## src/rtl/commit_trace_monitor.sv

```systemverilog
// commit_trace_monitor: captures retired instructions into a commit FIFO, keeps a shadow register file, stops after halt
module commit_trace_monitor #(
    parameter int          XLEN       = 32,
    parameter int          DEPTH      = 8,
    parameter logic [31:0] HALT_INSTR = 32'h0010_0073
) (
    input  logic            clk_i,
    input  logic            rst_i,
    input  logic [XLEN-1:0] pc_i,
    input  logic [XLEN-1:0] instr_i,
    input  logic [4:0]      reg_addr_i,
    input  logic [XLEN-1:0] reg_data_i,
    input  logic            stall_i,
    output logic            trace_valid_o,
    input  logic            trace_ready_i,
    output logic [XLEN-1:0] trace_pc_o,
    output logic [XLEN-1:0] trace_instr_o,
    output logic [4:0]      trace_rd_addr_o,
    output logic [XLEN-1:0] trace_rd_data_o,
    output logic [31:0]     trace_seq_o,
    input  logic [4:0]      dbg_addr_i,
    output logic [XLEN-1:0] dbg_data_o,
    output logic [31:0]     retired_o,
    output logic [15:0]     dropped_o,
    output logic            overflow_o,
    output logic            halted_o
);
    localparam int AW = $clog2(DEPTH);

    typedef enum logic [1:0] {RUN, DRAIN, DONE} state_t;

    state_t          state, state_nxt;
    logic [AW:0]     wr_ptr, rd_ptr;
    logic [AW-1:0]   wr_idx, rd_idx;
    logic            empty, full, commit, push, pop, drop, rf_we, is_halt;
    logic [XLEN-1:0] pc_mem    [DEPTH];
    logic [XLEN-1:0] instr_mem [DEPTH];
    logic [4:0]      rd_mem    [DEPTH];
    logic [XLEN-1:0] data_mem  [DEPTH];
    logic [31:0]     seq_mem   [DEPTH];
    logic [XLEN-1:0] rf        [32];

    assign wr_idx  = wr_ptr[AW-1:0];
    assign rd_idx  = rd_ptr[AW-1:0];
    assign empty   = wr_ptr == rd_ptr;
    assign full    = (wr_ptr[AW] != rd_ptr[AW]) && (wr_idx == rd_idx);
    assign commit  = !stall_i && (instr_i != '0) && (state == RUN);
    assign is_halt = instr_i == XLEN'(HALT_INSTR);
    assign pop     = !empty && trace_ready_i;
    // A full FIFO still accepts a record when the head leaves in the same cycle
    assign push    = commit && (!full || pop);
    assign drop    = commit && !push;
    assign rf_we   = commit && (reg_addr_i != 5'd0);

    always_ff @(posedge clk_i) begin
        if (rst_i) state <= RUN;
        else       state <= state_nxt;
    end

    always_comb begin
        state_nxt = state;
        case (state)
            RUN:     state_nxt = (commit && is_halt) ? DRAIN : RUN;
            DRAIN:   state_nxt = empty ? DONE : DRAIN;
            default: state_nxt = DONE;
        endcase
    end

    always_comb begin
        halted_o        = state == DONE;
        trace_valid_o   = !empty;
        trace_pc_o      = empty ? '0 : pc_mem[rd_idx];
        trace_instr_o   = empty ? '0 : instr_mem[rd_idx];
        trace_rd_addr_o = empty ? '0 : rd_mem[rd_idx];
        trace_rd_data_o = empty ? '0 : data_mem[rd_idx];
        trace_seq_o     = empty ? '0 : seq_mem[rd_idx];
    end

    always_ff @(posedge clk_i) begin
        if (rst_i) begin
            wr_ptr     <= '0;
            rd_ptr     <= '0;
            retired_o  <= '0;
            dropped_o  <= '0;
            overflow_o <= 1'b0;
        end else begin
            if (push) wr_ptr <= wr_ptr + 1'b1;
            if (pop) rd_ptr <= rd_ptr + 1'b1;
            if (commit) retired_o <= retired_o + 32'd1;
            if (drop && dropped_o != 16'hFFFF) dropped_o <= dropped_o + 16'd1;
            if (drop) overflow_o <= 1'b1;
        end
    end

    // Storage needs no reset: the outputs are masked while the FIFO is empty
    always_ff @(posedge clk_i) begin
        if (push) begin
            pc_mem[wr_idx]    <= pc_i;
            instr_mem[wr_idx] <= instr_i;
            rd_mem[wr_idx]    <= reg_addr_i;
            data_mem[wr_idx]  <= reg_data_i;
            seq_mem[wr_idx]   <= retired_o;
        end
    end

    always_ff @(posedge clk_i) begin
        if (rst_i) begin
            for (int i = 0; i < 32; i++) rf[i] <= '0;
            dbg_data_o <= '0;
        end else begin
            if (rf_we) rf[reg_addr_i] <= reg_data_i;
            dbg_data_o <= (dbg_addr_i == 5'd0) ? '0 :
                          (rf_we && reg_addr_i == dbg_addr_i) ? reg_data_i : rf[dbg_addr_i];
        end
    end
endmodule

```

## config.mk

```make
export PLATFORM = sky130hd
export DESIGN_NAME = commit_trace_monitor
export DESIGN_NICKNAME = d
export VERILOG_FILES = /design/src/rtl/commit_trace_monitor.sv
export SDC_FILE = /design/constraint.sdc
export NUM_CORES = 2
export LEC_CHECK = 0
export ABC_AREA = 1
export CORE_ASPECT_RATIO = 1.4
export CORE_MARGIN = 1
export CORE_UTILIZATION = 35
export CTS_CLUSTER_SIZE = 16
export DETAILED_ROUTE_END_ITERATION = 6
export PLACE_DENSITY = 0.62
export SLEW_MARGIN = 20
export SYNTH_ARGS = -nofsm -noshare
export SYNTH_HDL_FRONTEND = slang
export SYNTH_SLANG_ARGS = --single-unit
```

## constraint.sdc

```tcl
create_clock -name clk_i -period 12.5 [get_ports clk_i]
set_clock_uncertainty 0.1 [all_clocks]
set_input_delay 1.25 -clock clk_i [delete_from_list [all_inputs] [get_ports clk_i]]
set_output_delay 1.25 -clock clk_i [all_outputs]
set_load 0.01 [all_outputs]
```

# ---- After elaboration in Yosys (flattened, before gate mapping)
# Memory sizes are Yosys's and may differ from the RTL's. A register that Yosys moved wholly into a read port is not among the register bits.
# Cells that the tools add are included.
dict set report totals {
  reg_bits 59
  n_memories 6
  inputBits 110
  mem_bits_rw 2088
}
# name depth width read_ports rd_ports_with_merged_regs wr line
set memory_table {}
lappend memory_table {rf 32 32 1 1 32 41} ;# logic [XLEN-1:0] rf [32];
lappend memory_table {data_mem 8 32 1 1 1 39} ;# logic [XLEN-1:0] data_mem [DEPTH];
lappend memory_table {instr_mem 8 32 1 1 1 37} ;# logic [XLEN-1:0] instr_mem [DEPTH];
lappend memory_table {pc_mem 8 32 1 1 1 36} ;# logic [XLEN-1:0] pc_mem [DEPTH];
lappend memory_table {seq_mem 8 32 1 1 1 40} ;# logic [31:0] seq_mem [DEPTH];
lappend memory_table {rd_mem 8 5 1 1 1 38} ;# logic [4:0] rd_mem [DEPTH];
dict set report classes {
  n_addsub 4
  n_eq_ne 7
  n_mux 28
  n_reduce_logical 20
}
# cell n
set ops {}
lappend ops {{$mux W32} 5}
lappend ops {{$add A32 B1 Y32 const B} 1}
lappend ops {{$eq A32 B21 Y1 const B} 1}
lappend ops {{$reduce_bool A32 Y1} 1}
lappend ops {{$reduce_or A32 Y1} 1}
lappend ops {{$mux W3} 10}
lappend ops {{$add A16 B1 Y16 const B} 1}
lappend ops {{$ne A16 B16 Y1 const B} 1}
lappend ops {{$mux W5} 2}
lappend ops {{$logic_and A1 B1 Y1} 9}
lappend ops {{$mux W1} 9}
lappend ops {{$add A4 B1 Y4 const B} 2}
lappend ops {{$logic_not A5 Y1} 1}
lappend ops {{$reduce_bool A5 Y1} 1}
lappend ops {{$eq A4 B4 Y1} 1}
lappend ops {{$logic_not A1 Y1} 4}
lappend ops {{$pmux W2 S2} 1}
lappend ops {{$eq A3 B3 Y1} 1}
lappend ops {{$eq A2 B1 Y1 const B} 1}
lappend ops {{$eq A2 B2 Y1 const B} 1}
lappend ops {{$logic_not A2 Y1} 1}
lappend ops {{$mux W2} 1}
lappend ops {{$reduce_or A2 Y1} 1}
lappend ops {{$logic_or A1 B1 Y1} 1}
lappend ops {{$ne A1 B1 Y1} 1}

# ---- Depth between registers and ports, before layout
dict set report depth {
  depth_word 9
  mapped_depth 17
  ltp_nobuf 12
}

# ---- Worst setup path before layout
# Ideal clock, no wire load.
dict set report synth_path {
  path_type {in2reg}
  startpoint {input port instr_i[15]}
  endpoint {memory data_mem[6][0], enable pin}
  arrival_ns 11.255
  path_slack_ns 0.357
  cell_stages 10
  required_time_ns 11.611
  setup_time_ns 0.789
  cell_sequence {nor2_1 -> and2_1 -> nand2_1 -> nor2_1 -> nand2_1 -> nand2_1 -> clkbuf_1 -> nor2_1 -> nand2_1 -> nor3_1}
}
dict set report synth_via {
  elab_chain_len 6
}
# item line
set synth_rtl {}
lappend synth_rtl {{start: declaration} 10} ;# input logic [XLEN-1:0] instr_i,
lappend synth_rtl {{$reduce_bool A32 Y1} 47} ;# assign commit = !stall_i && (instr_i != '0) && (state == RUN);
lappend synth_rtl {{$logic_and A1 B1 Y1 (2 in series)} 47}
lappend synth_rtl {{$logic_and A1 B1 Y1} 51} ;# assign push = commit && (!full || pop);
lappend synth_rtl {{$mux W1} 97} ;# if (push) begin
lappend synth_rtl {{$mux W1 (implied by the code)} 101} ;# data_mem[wr_idx] <= reg_data_i;
lappend synth_rtl {{end: declaration} 39}
# No other way between the ends.

==> results.json <==
{
  "path_clk_slew_ps": 60,
  "hpwl_um": 159800,
  "yosys.area.top_type_share": 0.6823,
  "drcViolationCount": 0,
  "use_met3": 0.02926,
  "tritoncts": "built",
  "power_per_cell_area_mw_per_mm2": 156.8,
  "regToRegSetupSlack_ps": 8020,
  "vias": 64450,
  "numCtsBuffers": 212,
  "hold_start": "state[0]$_SDFF_PP0_",
  "r2r-start": "state[0]$_SDFF_PP0_",
  "rsz0062_at_grt": "false",
  "crit_chain": "buf_4, buf_4, buf_4, o21ai_0, o22ai_1, o21ai_0, a31oi_1, clkdlybuf4s50_1",
  "io_buffers": 325,
  "grt_use_met1": 0.2391,
  "dieArea_mm2": 0.2646,
  "tightest_slew_ps": 1199,
  "slew_violations": 0,
  "max_slew_margin": 0.2009,
  "cap_violations": 0,
  "start_util": 0.3520,
  "viasPerCell": 5.207,
  "htreeDepth": 4,
  "hold_path_class": "reg2reg",
  "drive_gt1_frac": 0.05530,
  "yosysMostFrequentCell": "nor2_1",
  "synth_area_mm2": 0.09190,
  "path_buf_inv": 4,
  "use_met2": 0.3483,
  "synth_cell_types": 33,
  "avgSynthCellArea_um2": 10.62,
  "cts-root-buf": "clkbuf_16",
  "p_leak_nw": 37.85,
  "crit_fanout": 73,
  "critPathMaxStageDelay_ps": 770,
  "cts_setup_buffers": 0,
  "wl_um": 267200,
  "drt_iter0_drc": 6424,
  "fp.dieH_um": 608.3,
  "fin_crit_ps": 6994,
  "yosysWarningCount": 0,
  "crit_type": "reg2out",
  "detail-route-antenna-nets": 0,
  "max_freq_mhz": 143.0,
  "fillCellCount": 24730,
  "globalplace.congestion": 0.8370,
  "grt_max_degree": 214,
  "top_usage_layer": "met2",
  "clock_path_buffers": 4,
  "rr_worst_depth": 8,
  "async_flop_share": 0,
  "rr_endpoint": "instr_mem[6][10]$_DFFE_PP_",
  "hold_viol_final": 0,
  "io_pins": 326,
  "grt_pass1_vias": 63150,
  "cp_common_cell": "buf_4",
  "synth_commonest_cells": "2589 x nor2_1, 2088 x edfxtp_1, 1092 x nand2_1",
  "synth_edf_count": 2088,
  "nets": 8845,
  "clock-sinks": 2182,
  "cp.required_ps": 11150,
  "synthTopCellsByArea": "edfxtp_1 68%, nor2_1 11%, o21ai_0 5.5%",
  "coreArea_mm2": 0.2611,
  "setup_viol": 0,
  "cp-start-kind": "register",
  "grt.total_usage": 0.1956,
  "row_count": 222,
  "grt_pass1_wl_um": 396900,
  "worstSetupEndpointType": "output pin",
  "routedWlPerCell_um": 21.59,
  "fin_crit_sh": 0.5595,
  "grt_remaining_overflow": 0,
  "irDropWorstVdd_uv": 148.3,
  "status": "completed",
  "crit_arrival_ps": 5640,
  "synthToLayoutAreaGrowth_pct": 14.60,
  "place_area_mm2": 0.09855,
  "synthFlopType": "edfxtp_1",
  "ys_seq_area_frac": 0.7028,
  "postCtsHoldBufs": 0,
  "cp_slowest_cell": "buf_4",
  "die_w_um": 435.1,
  "synth_seq_cells": 2182,
  "syn-instance-count": 8656,
  "clk_latency_ps": 870,
  "antenna_found_initial": 19,
  "min_path_cells": 2,
  "cts_resized": 0,
  "yosysTopAreaCell": "edfxtp_1",
  "fin_area_mm2": 0.1053,
  "critical_path.top_delay_family": "buffers and inverters",
  "firstDrtPassIters": 6,
  "min_to": "state[0]$_SDFF_PP0_",
  "setup_tns_ps": 0
}
[kinds of logic (layout without fill, tap and decap cells)]
logic type / after synthesis / after routing / share of synthesized area
compound gates: 1336 / 1336 / 0.07660
xor+xnor: 35 / 35 / 0.003336
fa+ha+maj: 4 / 4 / 0.0005446
buf+inv: 886 / 1096 / 0.03682
flops: 2182 / 2182 / 0.7028
other cells: 1 / 39 / 0.00004081
simple gates: 4212 / 4212 / 0.1799
[through the flow]
step	utilization	hold WS [ps]	setup slack [ps]	total power, mW	std cells
2_1_floorplan	-	370.8	356.7	9.428	8687
3_3_place_gp	0.3774	387.3	6033	10.28	11990
3_5_place_dp	0.3774	397.8	6010	10.31	11990
4_1_cts	0.4033	415.1	5495	16.62	12370
5_1_grt	0.4033	443.5	5309	17.03	12370
6_report	0.4034	419.4	5506	16.52	12380
[layer usage]
layer,share of wire,wire length (um)
met5,0.00043,115
met4,0.034,9098
met3,0.069,18550
met2,0.51,136300
met1,0.39,103100
[worst max-delay path by stage]
stage,endpoint,slack (ps),startpoint,depth (start not counted)
after floorplan,data_mem[6][0]$_DFFE_PP_,360,instr_i[15],10
after global placement,instr_mem[6][10]$_DFFE_PP_,6030,instr_i[10],14
after detailed placement,instr_mem[6][10]$_DFFE_PP_,6010,instr_i[15],13
after CTS,trace_rd_data_o[13],5500,register,8
after global routing,trace_rd_data_o[13],5310,register,8
final,trace_rd_data_o[13],5510,register,8
[power by group]
part | switching, mW | total [mW] | internal, mW | leakage [nW]
registers | 0.0818 | 8.29 | 8.21 | 20.9
logic | 1.28 | 1.85 | 0.577 | 13.6
clock network | 2.75 | 6.37 | 3.62 | 3.29
total | 4.11 | 16.5 | 12.4 | 37.8
[flip-flops by register name, indices dropped and copies added (netlist names), 2 cells and up, named ones only]
signal      cells
pc_mem        256
state           2
data_mem      256
dbg_data_o     32
rf           1024
retired_o      32
wr_ptr          4
instr_mem     256
rd_mem         40
dropped_o      16
rd_ptr          4
seq_mem       256
[tightest hold or removal path: stages, from the launching register on]
cell and delay [ps]:
dfxtp_1 340, nand2_1 80, a21oi_1 60
[cells in the final DEF (no fill, tap or decap), drive strengths merged]
cell | netlist | final
buf | 81 | 167
clkbuf | 576 | 282
nor3 | 35 | 35
o22ai | 133 | 133
o21ai | 1002 | 1002
o21bai | 2 | 2
and2 | 1 | 1
nor3b | 4 | 4
dfxtp | 94 | 94
inv | 227 | 213
nand2 | 1092 | 1092
bufinv | 0 | 22
a31oi | 133 | 133
clkinvlp | 0 | 4
o21a | 1 | 1
clkinv | 2 | 89
xnor2 | 8 | 8
a21boi | 5 | 5
nand4 | 10 | 10
edfxtp | 2088 | 2088
ha | 4 | 4
diode | 0 | 7
xor2 | 27 | 27
nand3 | 478 | 478
nor2 | 2589 | 2589
conb | 1 | 32
and3 | 1 | 1
nand3b | 2 | 2
clkdlybuf4s50 | 0 | 319
a21oi | 60 | 60
[cell type report]
cell class / count / area, um^2 / share of cell area
clock inverter: 99 / 1107 / 0.01051
sequential: 2182 / 64590 / 0.6133
multi-input combinational: 5619 / 24120 / 0.2290
antenna: 7 / 17.52 / 0.0001663
inverter: 229 / 902.1 / 0.008566
tap: 3472 / 4344 / 0.04125
clock buffer: 281 / 5635 / 0.05351
timing repair buffer: 487 / 4604 / 0.04372
(Power assumes the default switching activity.)
